### config.mk
export PLATFORM = sky130hd
export DESIGN_NAME = seg_scan_driver
export DESIGN_NICKNAME = d
export VERILOG_FILES = /design/src/rtl/seg_scan_driver.sv
export SDC_FILE = /design/constraint.sdc
export NUM_CORES = 1
export LEC_CHECK = 0
export CORE_MARGIN = 8
export CORE_UTILIZATION = 45
export CTS_BUF_LIST = sky130_fd_sc_hd__clkbuf_8 sky130_fd_sc_hd__clkbuf_16
export CTS_CLUSTER_DIAMETER = 200
export DETAILED_ROUTE_END_ITERATION = 10
export PLACE_DENSITY_LB_ADDON = 0.3
export SLEW_MARGIN = 30
export SYNTH_ARGS = -nofsm -noshare
export SYNTH_HDL_FRONTEND = slang
export SYNTH_SLANG_ARGS = --single-unit
### constraint.sdc
create_clock -name clk_in -period 4.15 [get_ports clk_in]
set_clock_uncertainty 0.05 [all_clocks]
set_input_delay 0.415 -clock clk_in [delete_from_list [all_inputs] [get_ports clk_in]]
set_output_delay 0.415 -clock clk_in [all_outputs]
set_load 0.01 [all_outputs]
### src/rtl/seg_scan_driver.sv
// seg_scan_driver: 4-digit common-anode seven-segment scanner.
// Double-buffers a 16-bit hex value (pending -> shadow at frame boundaries), scans one digit per
// SCAN_DIV-cycle slot and blanks the first BLANK_CYCLES of every slot to suppress ghosting.
module seg_scan_driver #(
  parameter int unsigned SCAN_DIV     = 25000,
  parameter int unsigned BLANK_CYCLES = 100
) (
  input  logic        clk_in,
  input  logic        rst,
  input  logic [15:0] data_in,
  input  logic [3:0]  dp_in,
  input  logic [3:0]  digit_en,
  input  logic        load,
  output logic [3:0]  an,
  output logic [6:0]  seg,
  output logic        dp,
  output logic        frame_start
);

  localparam int unsigned CW = $clog2(SCAN_DIV);
  localparam logic [CW-1:0] CntMax = CW'(SCAN_DIV - 1);

  logic [CW-1:0] r_cnt;
  logic [1:0]    r_idx;

  logic          r_pend;
  logic [15:0]   r_pend_data;
  logic [3:0]    r_pend_dp;
  logic [3:0]    r_pend_en;

  logic [15:0]   r_sh_data;
  logic [3:0]    r_sh_dp;
  logic [3:0]    r_sh_en;

  logic [3:0]    r_an;
  logic [6:0]    r_seg;
  logic          r_dp;
  logic          r_frame_start;

  logic          w_wrap;
  logic          w_boundary;
  logic          w_blank;
  logic [3:0]    w_nib;
  logic [6:0]    w_seg_dec;

  assign w_wrap     = (r_cnt == CntMax);
  assign w_boundary = w_wrap && (r_idx == 2'd3);

  // With no blanking the compare would be constant-false, so drop it entirely.
  if (BLANK_CYCLES == 0) begin : g_no_blank
    assign w_blank = 1'b0;
  end else begin : g_blank
    localparam logic [CW-1:0] BlankW = CW'(BLANK_CYCLES);
    assign w_blank = (r_cnt < BlankW);
  end

  // Slot prescaler and digit index; idx wraps 3 -> 0 by 2-bit overflow.
  always_ff @(posedge clk_in or posedge rst) begin
    if (rst) begin
      r_cnt <= '0;
      r_idx <= 2'd0;
    end else if (w_wrap) begin
      r_cnt <= '0;
      r_idx <= r_idx + 2'd1;
    end else begin
      r_cnt <= r_cnt + 1'b1;
    end
  end

  // Pending/shadow double buffer; a load in the boundary cycle bypasses pending.
  always_ff @(posedge clk_in or posedge rst) begin
    if (rst) begin
      r_pend      <= 1'b0;
      r_pend_data <= '0;
      r_pend_dp   <= '0;
      r_pend_en   <= '0;
      r_sh_data   <= '0;
      r_sh_dp     <= '0;
      r_sh_en     <= '0;
    end else if (w_boundary) begin
      if (load) begin
        r_sh_data <= data_in;
        r_sh_dp   <= dp_in;
        r_sh_en   <= digit_en;
      end else if (r_pend) begin
        r_sh_data <= r_pend_data;
        r_sh_dp   <= r_pend_dp;
        r_sh_en   <= r_pend_en;
      end
      r_pend <= 1'b0;
    end else if (load) begin
      r_pend_data <= data_in;
      r_pend_dp   <= dp_in;
      r_pend_en   <= digit_en;
      r_pend      <= 1'b1;
    end
  end

  // Select the current digit's nibble and decode it to active-low {g..a}.
  always_comb begin
    w_nib     = r_sh_data[{r_idx, 2'b00} +: 4];
    w_seg_dec = 7'h7F;
    unique case (w_nib)
      4'h0: w_seg_dec = 7'b1000000;
      4'h1: w_seg_dec = 7'b1111001;
      4'h2: w_seg_dec = 7'b0100100;
      4'h3: w_seg_dec = 7'b0110000;
      4'h4: w_seg_dec = 7'b0011001;
      4'h5: w_seg_dec = 7'b0010010;
      4'h6: w_seg_dec = 7'b0000010;
      4'h7: w_seg_dec = 7'b1111000;
      4'h8: w_seg_dec = 7'b0000000;
      4'h9: w_seg_dec = 7'b0010000;
      4'hA: w_seg_dec = 7'b0001000;
      4'hB: w_seg_dec = 7'b0000011;
      4'hC: w_seg_dec = 7'b1000110;
      4'hD: w_seg_dec = 7'b0100001;
      4'hE: w_seg_dec = 7'b0000110;
      4'hF: w_seg_dec = 7'b0001110;
    endcase
  end

  // Registered display outputs; dark during blanking or when the digit is disabled.
  always_ff @(posedge clk_in or posedge rst) begin
    if (rst) begin
      r_an          <= 4'hF;
      r_seg         <= 7'h7F;
      r_dp          <= 1'b1;
      r_frame_start <= 1'b0;
    end else begin
      r_frame_start <= w_boundary;
      if (w_blank || !r_sh_en[r_idx]) begin
        r_an  <= 4'hF;
        r_seg <= 7'h7F;
        r_dp  <= 1'b1;
      end else begin
        r_an  <= ~(4'b0001 << r_idx);
        r_seg <= w_seg_dec;
        r_dp  <= ~r_sh_dp[r_idx];
      end
    end
  end

  assign an          = r_an;
  assign seg         = r_seg;
  assign dp          = r_dp;
  assign frame_start = r_frame_start;

endmodule

==> flow_summary.yaml <==
status:
  status: "complete, no violations"
yosys:
  syn_nets: 320
  synthesis.area_mm2: 0.00382
  synthArstFlopShare: 1.00
  yosysSeqAreaShare: 0.522
  synthCells: 282
  synth_edf_count: 0
  synth.top_cells.by_count: "mux2_2, dfrtp_1, nand2_1, dfstp_2, ha_1"
  synth_area_leaders: "dfrtp_1, mux2_2, dfstp_2, mux4_2, ha_1"
  synth_top_area_cell: "dfrtp_1"
  synth-main-ff-cell: "dfrtp_1"
  ys_ff_latch: 79
  synth.most_common_cell: "mux2_2"
  synth_cell_types: 40
  synth.avg_cell_area_um2: 13.5
  netlist.area_leader.share: 0.439
  yosysWarnings: 0
setup_path:
  path_max_fanout: 24
  rrSetupSlack_ps: 1660
  endpoint_kind: "register"
  required_ps: 4330
  crit_chain: "or4_4 > nor4_4 > nand3b_2 > mux2_2"
  crit_path_top_delay_cell: "or4_4"
  cp_num_buf_inv: 0
  max_stage_delay_ps: 580
  cp.arrival_ps: 2670
  cpLargestDelayFamily: "simple AND/OR/NAND/NOR gates"
  critPathKind: "reg2reg"
  cp-start-kind: "register"
  r2r-start: "r_cnt[12]"
  reg2reg_depth: 4
  r2r_end: "r_sh_en[1]"
placed_design:
  place_inst: 418
  gp_congestion: 0.803
  io_buffer_count: 39
  post-dp-hpwl_mm: 4.80
cts:
  post_cts_buffers: 0
  ctsResizeCount: 0
  clockBufferDepth: 2
  root_buffer: "clkbuf_8"
  path_clk_slew_ps: 80
  h-tree-depth: 3
  clock-sinks: 79
  postCtsHoldBufs: 0
  clkLatencyLatePin_ps: 350
  numCtsBuffers: 9
  tritoncts: "done"
sta:
  relSlewSlack: 0.573
  fmax_mhz: 402
  fin_crit_sh: 0.600
  setup_viol: 0
  worst_pin_slew_ps: 636
  rsz0062_at_grt: "false"
  layout_min_cycle_time_ps: 2490
  hold_viol: 0
  tns_ps: 0
  maxSlewViolCount: 0
cells_and_area:
  area_growth_pct: 18.7
  nets: 362
  multi_input_area_mm2: 0.00173
  seqCellArea_mm2: 0.00199
  drive_gt1_frac: 0.365
  final_cells: 434
  num-fill-cells: 700
  antenna_cells: 0
routing:
  first_iter_violations: 90
  wl_mm: 6.82
  drtPass1Iterations: 4
  viasPerCell: 5.35
  num_vias: 2321
  postRouteAntennaNets: 0
  drt-wirelength-per-cell_um: 15.7
  drc: 0
worst_hold_path:
  min_path_type: "in2async"
die:
  rows: 33
  die_x_um: 108
  io_pins: 40
  start_util: 0.464
  core_region_area_mm2: 0.00822
  die_h_um: 108
  fp.dieArea_mm2: 0.0117
global_routing:
  grt_pass1_wl_mm: 11.8
  grt_max_degree: 48
  grt_pass1_vias: 2386
  overflow: 0
  antenna_found_initial: 0
  grtUsageTotal: 0.129
power:
  p_sw_mw: 0.335
  p_seq_frac: 0.524
  power_frac_comb: 0.071
  cellPowerDensity_mw_per_mm2: 339
  leakage_nw: 1.94
  vdd_drop_max_v: 0.000173
  clkPwrFrac: 0.406
  p_int_mw: 1.20
  switching_share: 0.218
run:
  drv_cap: 0
-- placed cells by master, fill, tap and decap left out, drive strengths merged, types with 3 or more instances in the layout --
cell and count:
mux2 75, clkinv 4, dfrtp 67, nor4 4
buf 5, inv 8, clkbuf 9, nor3b 3
xor2 9, nor2 10, o21ai 4, nor3 3
ha 11, mux4 7, o211ai 5, xnor2 6
dfstp 12, clkdlybuf4s50 39, nand2 14, nand3 7
-- worst max-delay path by stage --
| stage | cells past startpoint | slack (ps) | to | start |
|---|---|---|---|---|
| 4_1_cts | 4 | 1630 | r_sh_data[2] | r_cnt[12] |
| 3_3_place_gp | 5 | 1550 | r_sh_data[4] | load |
| 3_5_place_dp | 5 | 1520 | r_sh_data[11] | load |
| 5_1_grt | 4 | 1500 | r_sh_en[1] | r_cnt[12] |
| 6_report | 4 | 1660 | r_sh_en[1] | r_cnt[12] |
| 2_1_floorplan | 1 | 1680 | frame_start | rst |
-- per-stage QoR --
| stage | worst slack (ps) | hold WS, ps | util | area (µm²) | total power, mW |
|---|---|---|---|---|---|
| floorplan | 1680 | 383 | - | 3820 | 0.883 |
| global placement | 1550 | 399 | 0.524 | 4310 | 0.926 |
| detailed placement | 1520 | 417 | 0.524 | 4310 | 0.930 |
| CTS | 1630 | 238 | 0.551 | 4530 | 1.56 |
| global route | 1500 | 246 | 0.551 | 4530 | 1.60 |
| finish | 1660 | 244 | 0.551 | 4530 | 1.53 |
-- logic make-up (layout without fill, tap and decap cells) --
| group | count (synthesis) | count (layout) | share of synthesized area |
|---|---|---|---|
| AOI/OAI and AO/OA | 18 | 18 | 0.0338 |
| xor gates and xnor gates | 15 | 15 | 0.0344 |
| adders and majority gates | 11 | 11 | 0.0361 |
| buffers and inverters | 20 | 67 | 0.0246 |
| DFF | 79 | 79 | 0.522 |
| muxes | 84 | 84 | 0.268 |
| and+or+nand+nor | 55 | 55 | 0.0813 |
-- metal layers --
| metal | up-vias | track usage | part of all wire |
|---|---|---|---|
| met5 | - | 0 | 0 |
| met4 | 0 | 0.0535 | 0.016 |
| met3 | 8 | 0.0405 | 0.047 |
| met2 | 45 | 0.197 | 0.47 |
| met1 | 1175 | 0.166 | 0.47 |
| li1 | 1093 | - | - |
-- power groups by stage --
stage	sequential (mW)	clock, mW	combinational (mW)
after floorplan	0.815	0	0.0681
final	0.803	0.622	0.109
after CTS	0.804	0.642	0.112
after global placement	0.817	0	0.109
after detailed placement	0.819	0	0.111
after global routing	0.807	0.675	0.121
-- worst reg2reg max path: stages, from the launching register on --
cell	delay (ps)
dfrtp_1	420
or4_4	580
nor4_4	320
nand3b_2	520
mux2_2	480
-- sequential cells by signal, indices dropped and copies added, names as in the netlist --
name / cells
an: 4
dp: 1
frame_start: 1
r_cnt: 15
r_idx: 2
r_pend: 1
r_pend_data: 16
r_pend_dp: 4
r_pend_en: 4
r_sh_data: 16
r_sh_dp: 4
r_sh_en: 4
seg: 7
-- layout make-up --
cell class / count / share of cell area
Sequential cell: 79 / 0.440
Multi-Input combinational cell: 183 / 0.382
Timing Repair Buffer: 44 / 0.0944
Tap cell: 105 / 0.0290
Clock buffer: 9 / 0.0273
Clock inverter: 7 / 0.0218
Inverter: 7 / 0.00580
Note: power is estimated with default switching activity, not from simulation.
